--- src/rtl/reduce_fn_pkg.sv ---
// Shared float-unit definitions: reducer state encoding plus the rounding-mode
// and exception-flag layout used by the addFN adder.
package reduce_fn_pkg;

    typedef enum logic [2:0] {
        IDLE   = 3'd0,
        FIRST  = 3'd1,
        NEXT   = 3'd2,
        WAIT   = 3'd3,
        FINISH = 3'd4
    } state_e;

    localparam int RM_W   = 3;
    localparam int FLAG_W = 5;

    localparam logic [RM_W-1:0] RM_NEAR_EVEN   = 3'd0;
    localparam logic [RM_W-1:0] RM_MIN_MAG     = 3'd1;
    localparam logic [RM_W-1:0] RM_MIN         = 3'd2;
    localparam logic [RM_W-1:0] RM_MAX         = 3'd3;
    localparam logic [RM_W-1:0] RM_NEAR_MAXMAG = 3'd4;
    localparam logic [RM_W-1:0] RM_ODD         = 3'd6;

    // Flag bit positions: {invalid, infinite, overflow, underflow, inexact}.
    localparam int FLAG_INEXACT   = 0;
    localparam int FLAG_UNDERFLOW = 1;
    localparam int FLAG_OVERFLOW  = 2;
    localparam int FLAG_INFINITE  = 3;
    localparam int FLAG_INVALID   = 4;

endpackage

--- src/rtl/reduce_fn_if.sv ---
// Job/operand stream and adder go/done bundle of the sum-reduction controller.
// slave: the reducer; master: the surrounding environment (requester + adder).
interface reduce_fn_if #(
    parameter int expWidth = 8,
    parameter int sigWidth = 24,
    parameter int cntWidth = 16
) ();
    import reduce_fn_pkg::*;

    localparam int W = expWidth + sigWidth;

    logic                go;
    logic [cntWidth-1:0] count;
    logic [RM_W-1:0]     roundingMode;
    logic                in_valid;
    logic [W-1:0]        in_data;
    logic                in_ready;

    logic                add_go;
    logic [W-1:0]        add_left;
    logic [W-1:0]        add_right;
    logic                add_subOp;
    logic [RM_W-1:0]     add_roundingMode;
    logic [W-1:0]        add_out;
    logic [FLAG_W-1:0]   add_exceptionFlags;
    logic                add_done;

    logic [W-1:0]        out;
    logic [FLAG_W-1:0]   exceptionFlags;
    logic                done;

    modport slave (
        input  go, count, roundingMode, in_valid, in_data,
        input  add_out, add_exceptionFlags, add_done,
        output in_ready, add_go, add_left, add_right, add_subOp, add_roundingMode,
        output out, exceptionFlags, done
    );

    modport master (
        output go, count, roundingMode, in_valid, in_data,
        output add_out, add_exceptionFlags, add_done,
        input  in_ready, add_go, add_left, add_right, add_subOp, add_roundingMode,
        input  out, exceptionFlags, done
    );

endinterface

--- src/rtl/reduce_fn.sv ---
// Sequential float sum-reduction: folds `count` streamed operands through one external adder.
// Latency: 2 cycles for count=0, else per operand 1 accept + 1 issue + adder latency, then 2.
// Backpressure: in_ready only in FIRST/NEXT; at most one add outstanding; go ignored unless idle.
module reduce_fn
    import reduce_fn_pkg::*;
#(
    parameter int expWidth = 8,
    parameter int sigWidth = 24,
    parameter int cntWidth = 16
) (
    input  logic       clk,
    input  logic       reset,
    reduce_fn_if.slave io
);

    localparam int W = expWidth + sigWidth;

    state_e              state_q,     state_d;
    logic [cntWidth-1:0] rem_q,       rem_d;
    logic [W-1:0]        acc_q,       acc_d;
    logic [FLAG_W-1:0]   flags_q,     flags_d;
    logic [RM_W-1:0]     rm_q,        rm_d;
    logic                add_go_q,    add_go_d;
    logic [W-1:0]        add_left_q,  add_left_d;
    logic [W-1:0]        add_right_q, add_right_d;
    logic [W-1:0]        out_q,       out_d;
    logic [FLAG_W-1:0]   exc_q,       exc_d;
    logic                done_q,      done_d;
    logic                in_ready;
    logic                last;

    assign last = (rem_q == cntWidth'(1));

    always_comb begin
        state_d     = state_q;
        rem_d       = rem_q;
        acc_d       = acc_q;
        flags_d     = flags_q;
        rm_d        = rm_q;
        add_go_d    = 1'b0;
        add_left_d  = add_left_q;
        add_right_d = add_right_q;
        out_d       = out_q;
        exc_d       = exc_q;
        done_d      = 1'b0;
        in_ready    = 1'b0;

        unique case (state_q)
            IDLE: begin
                // The done cycle is already IDLE; a go there belongs to the finished job.
                if (io.go && !done_q) begin
                    rem_d   = io.count;
                    rm_d    = io.roundingMode;
                    flags_d = '0;
                    if (io.count == '0) begin
                        acc_d   = '0;
                        state_d = FINISH;
                    end else begin
                        state_d = FIRST;
                    end
                end
            end
            FIRST: begin
                in_ready = 1'b1;
                if (io.in_valid) begin
                    acc_d   = io.in_data;
                    rem_d   = rem_q - cntWidth'(1);
                    state_d = last ? FINISH : NEXT;
                end
            end
            NEXT: begin
                in_ready = 1'b1;
                if (io.in_valid) begin
                    add_left_d  = acc_q;
                    add_right_d = io.in_data;
                    add_go_d    = 1'b1;
                    state_d     = WAIT;
                end
            end
            WAIT: begin
                // A done coinciding with our own go cannot be the answer to it.
                if (io.add_done && !add_go_q) begin
                    acc_d   = io.add_out;
                    flags_d = flags_q | io.add_exceptionFlags;
                    rem_d   = rem_q - cntWidth'(1);
                    state_d = last ? FINISH : NEXT;
                end
            end
            FINISH: begin
                out_d   = acc_q;
                exc_d   = flags_q;
                done_d  = 1'b1;
                state_d = IDLE;
            end
            default: state_d = IDLE;
        endcase
    end

    always_ff @(posedge clk or negedge reset) begin
        if (!reset) begin
            state_q     <= IDLE;
            rem_q       <= '0;
            acc_q       <= '0;
            flags_q     <= '0;
            rm_q        <= '0;
            add_go_q    <= 1'b0;
            add_left_q  <= '0;
            add_right_q <= '0;
            out_q       <= '0;
            exc_q       <= '0;
            done_q      <= 1'b0;
        end else begin
            state_q     <= state_d;
            rem_q       <= rem_d;
            acc_q       <= acc_d;
            flags_q     <= flags_d;
            rm_q        <= rm_d;
            add_go_q    <= add_go_d;
            add_left_q  <= add_left_d;
            add_right_q <= add_right_d;
            out_q       <= out_d;
            exc_q       <= exc_d;
            done_q      <= done_d;
        end
    end

    assign io.in_ready         = in_ready;
    assign io.add_go           = add_go_q;
    assign io.add_left         = add_left_q;
    assign io.add_right        = add_right_q;
    assign io.add_subOp        = 1'b0;
    assign io.add_roundingMode = rm_q;
    assign io.out              = out_q;
    assign io.exceptionFlags   = exc_q;
    assign io.done             = done_q;

endmodule
--- src/flat_wrapper.sv ---
// flat-port wrapper written by rule: the top's interface ports become plain ports
module reduce_fn_flat import reduce_fn_pkg::*;
#(
    parameter int expWidth = 8,
    parameter int sigWidth = 24,
    parameter int cntWidth = 16
)
  (clk, reset, io_go, io_count, io_roundingMode, io_in_valid, io_in_data, io_add_out, io_add_exceptionFlags, io_add_done, io_in_ready, io_add_go, io_add_left, io_add_right, io_add_subOp, io_add_roundingMode, io_out, io_exceptionFlags, io_done);
  reduce_fn_if #(.expWidth(expWidth), .sigWidth(sigWidth), .cntWidth(cntWidth)) io_i ();
  input  logic clk;
  input  logic reset;
  input wire logic [$bits(io_i.go)-1:0] io_go;
  input wire logic [$bits(io_i.count)-1:0] io_count;
  input wire logic [$bits(io_i.roundingMode)-1:0] io_roundingMode;
  input wire logic [$bits(io_i.in_valid)-1:0] io_in_valid;
  input wire logic [$bits(io_i.in_data)-1:0] io_in_data;
  input wire logic [$bits(io_i.add_out)-1:0] io_add_out;
  input wire logic [$bits(io_i.add_exceptionFlags)-1:0] io_add_exceptionFlags;
  input wire logic [$bits(io_i.add_done)-1:0] io_add_done;
  output wire logic [$bits(io_i.in_ready)-1:0] io_in_ready;
  output wire logic [$bits(io_i.add_go)-1:0] io_add_go;
  output wire logic [$bits(io_i.add_left)-1:0] io_add_left;
  output wire logic [$bits(io_i.add_right)-1:0] io_add_right;
  output wire logic [$bits(io_i.add_subOp)-1:0] io_add_subOp;
  output wire logic [$bits(io_i.add_roundingMode)-1:0] io_add_roundingMode;
  output wire logic [$bits(io_i.out)-1:0] io_out;
  output wire logic [$bits(io_i.exceptionFlags)-1:0] io_exceptionFlags;
  output wire logic [$bits(io_i.done)-1:0] io_done;
  assign io_i.go = io_go;
  assign io_i.count = io_count;
  assign io_i.roundingMode = io_roundingMode;
  assign io_i.in_valid = io_in_valid;
  assign io_i.in_data = io_in_data;
  assign io_i.add_out = io_add_out;
  assign io_i.add_exceptionFlags = io_add_exceptionFlags;
  assign io_i.add_done = io_add_done;
  assign io_in_ready = io_i.in_ready;
  assign io_add_go = io_i.add_go;
  assign io_add_left = io_i.add_left;
  assign io_add_right = io_i.add_right;
  assign io_add_subOp = io_i.add_subOp;
  assign io_add_roundingMode = io_i.add_roundingMode;
  assign io_out = io_i.out;
  assign io_exceptionFlags = io_i.exceptionFlags;
  assign io_done = io_i.done;
  reduce_fn #(.expWidth(expWidth), .sigWidth(sigWidth), .cntWidth(cntWidth)) u_core (.clk(clk), .reset(reset), .io(io_i));
endmodule
--- config.mk ---
export PLATFORM = sky130hd
export DESIGN_NAME = reduce_fn_flat
export DESIGN_NICKNAME = d
export VERILOG_FILES = /design/src/rtl/reduce_fn_pkg.sv /design/src/rtl/reduce_fn_if.sv /design/src/rtl/reduce_fn.sv /design/src/flat_wrapper.sv
export SDC_FILE = /design/constraint.sdc
export NUM_CORES = 1
export LEC_CHECK = 0
export ABC_AREA = 1
export BUFFER_PORTS_ARGS = -buffer_cell sky130_fd_sc_hd__buf_2
export CAP_MARGIN = 30
export CORE_MARGIN = 4
export CORE_UTILIZATION = 30
export CTS_CLUSTER_DIAMETER = 30
export DETAILED_ROUTE_END_ITERATION = 10
export HOLD_SLACK_MARGIN = 0.08
export PLACE_DENSITY_LB_ADDON = 0.2
export SLEW_MARGIN = 20
export SYNTH_ARGS = -nofsm -noshare
export SYNTH_HDL_FRONTEND = slang
export SYNTH_SLANG_ARGS = --single-unit
--- constraint.sdc ---
create_clock -name clk -period 1.8 [get_ports clk]
set_input_delay 0.09 -clock clk [delete_from_list [all_inputs] [get_ports clk]]
set_output_delay 0.09 -clock clk [all_outputs]
set_load 0.02 [all_outputs]
==> run summary <==
Synth warn: 0
Final #Nets: 1291
Largest net degree at the start of global routing: 87
CP max FO: 34
Rows: 56
Routed len/inst: 14.0 um
Clock Power Share: 23.7%
Commonest non-fill, non-tap cells in the layout: nand2_1, buf_2, dfrtp_1
Yosys top cell area share: 56.3%
TritonCTS buffer count: 17
CP arrival: 1.59 ns
FMAX: 595 MHz
Startpoint Class: flop
Hold buffers post-CTS: 85
# Post-CTS Setup Buffers: 0
Final setup viols: 0
Leak pwr: 5.42 nW
Crit path cell chain: inv_2, nand3_2, buf_12, nand2_1, buf_2
Synth Instances: 911
Final Hold Fails: 0
Status: completed
Starting Density: 30.6%
Clock latency at the later pin of the worst-skew pair: 0.43 ns
Min-delay worst type: input pin to flop
Syn Nets: 1006
Crit-path leading delay family: buffers and inverters
Clock buffer depth: 2
Max H-tree Level: 4
Worst hold slack: 0.0841 ns
RD Place Congestion: 0.849
Logic pwr share: 42.3%
Gr usage total: 16.6%
Maximum capacitance violations: 0
Initial antenna violation count: 0
DIE AREA: 26500 um2
Sw frac: 42.0%
Worst Path Buf+Inv: 3
Worst Setup End Kind: output pin
Place WS: 0.184 ns
I/O Buffers: 199
Synth cell types: 21
RSZ-0062 raised after global routing: no
Commonest non-fill, non-tap cell in the layout: nand2_1
Drt first pass iters: 5
Vias: 6687
Internal power: 9.41 mW
PD cells: 1590 nW/um2
Crit path required time: 1.71 ns
First-pass GRT wire length: 35.4 mm
Post-synth top area cell: dfrtp_1
Avg Cell Area, Syn: 7.91 um2
CTS tree: done
Drt total wl: 21.3 mm
Ranking of synthesized cells by area: dfrtp_1, nand2_1, o21ai_0
Power share of the sequential group: 34.1%
Layout cells sized above 1: 22.2%
Cts repair resizes: 0
Synthesized cell area: 7200 um2
Post-route ant nets: 0
FF+latch count, synth: 162
Reg clk slew, reported paths: 0.07 ns
Switching pwr: 6.80 mW
Drt initial violations: 384
Final slew viol count: 0
I/O pins: 201
Drt via density: 4.37
Peak per-stage delay on the critical path: 0.42 ns
Slowest cell on crit path: dfrtp_1
Critical path type: flop to output pin
Syn-to-layout area delta: 41.6%
Ratio of final minimum period to clock period: 93.3%
Root Driver: clkbuf_16
Clock skew: 0.0108 ns
DRC viols: 0
Peak supply drop: 0.758 mV
Clock sinks: 162
Vias in the first global route: 6932
Sum Neg Setup Slack: 0 ns
Core area: 23500 um2
Post-synthesis sequential area ratio: 56.3%
HPWL after DPL: 14.7 mm
Post-route minimum period: 1.68 ns
Grt ovf: 0
Fillers: 2394
Final worst setup slack: 0.120 ns
Die height: 163 um
Die W: 163 um
==> final timing paths <==
path / slack [ns] / startpoint / to / cells past startpoint
max: 0.12 / u_core.state_q[2] / io_in_ready / 5
min: 0.08 / io_add_out[5] / u_core.acc_q[5] / 5
max reg2reg: 0.19 / u_core.state_q[2] / u_core.io.add_right[28] / 7
min reg2reg: 0.47 / u_core.acc_q[3] / u_core.acc_q[3] / 2
max in group asynchronous: 1.01 / reset / u_core.io.out[25] / 3
min in group asynchronous: 0.17 / reset / u_core.io.out[9] / 2
==> area by class of cell <==
type	count	area, um2	share of cell area (%)
Clock buffer	17	425	4.17
Clock inverter	15	190	1.87
Antenna cell	1	2.50	0.0245
Sequential cell	162	4050	39.8
Inverter	102	384	3.77
Tap cell	319	399	3.92
Timing Repair Buffer	310	2170	21.3
Multi-Input combinational cell	603	2570	25.2
==> flip-flops by register name, summed over array words and instances (netlist names) <==
register and cells:
u_core.io.add_go 1, u_core.io.add_roundingMode 3, u_core.flags_q 5, u_core.io.add_left 32, u_core.io.add_right 32, u_core.acc_q 32
u_core.io.done 1, u_core.state_q 3, u_core.io.out 32, u_core.rem_q 16, u_core.io.exceptionFlags 5
==> kinds of logic after synthesis <==
group	count (synthesis)	share of synthesized area (%)
and+or+nand+nor	445	24.3
DFF	162	56.3
AOI/OAI and AO/OA	154	10.7
buffers and inverters	146	8.15
adders and majority gates	2	0.347
xor gates and xnor gates	1	0.122
other	1	0.0521
==> synth_stat cells <==
master and count:
nand2_1 321, dfrtp_1 162, o21ai_0 141, inv_1 97
nor2_1 66, nand3_1 53, buf_2 19, clkbuf_1 19
a21oi_1 8, inv_2 5, buf_4 4, o21ai_1 4
buf_1 2, ha_1 2, nand2_2 2, conb_1 1
nand3_2 1, nor2_2 1, nor3_1 1, o22ai_1 1
xnor2_1 1
==> stage by stage <==
stage	power, mW	instance area [um2]	instances	util (%)
floorplan	9.82	7200	911	-
global placement	12.3	8730	1411	37.1
detailed placement	12.4	8730	1411	37.1
CTS	16.5	10200	1528	43.3
global route	17.6	10200	1528	43.3
finish	16.2	10200	1529	43.3
==> routing by layer <==
metal,GRT usage [%],up-vias,wire length [um]
li1,-,3412,-
met1,22.4,3071,10100
met2,26.8,185,9810
met3,4.10,19,1140
met4,4.31,0,268
met5,0,-,0
==> worst min-delay path: cells and delay by family <==
family                 cells  cell delay (ns)
and+or+nand+nor            3             0.19
buffers and inverters      1             0.07
AOI/OAI and AO/OA          1             0.12
==> power by group through the flow <==
stage	logic (mW)	registers, mW	clock network (mW)
4_1_cts	7.00	5.52	3.96
2_1_floorplan	3.57	6.25	0
3_3_place_gp	6.76	5.58	0
5_1_grt	7.83	5.67	4.13
6_report	6.85	5.52	3.83
3_5_place_dp	6.84	5.57	0
Note: power is estimated with default switching activity, not from simulation.
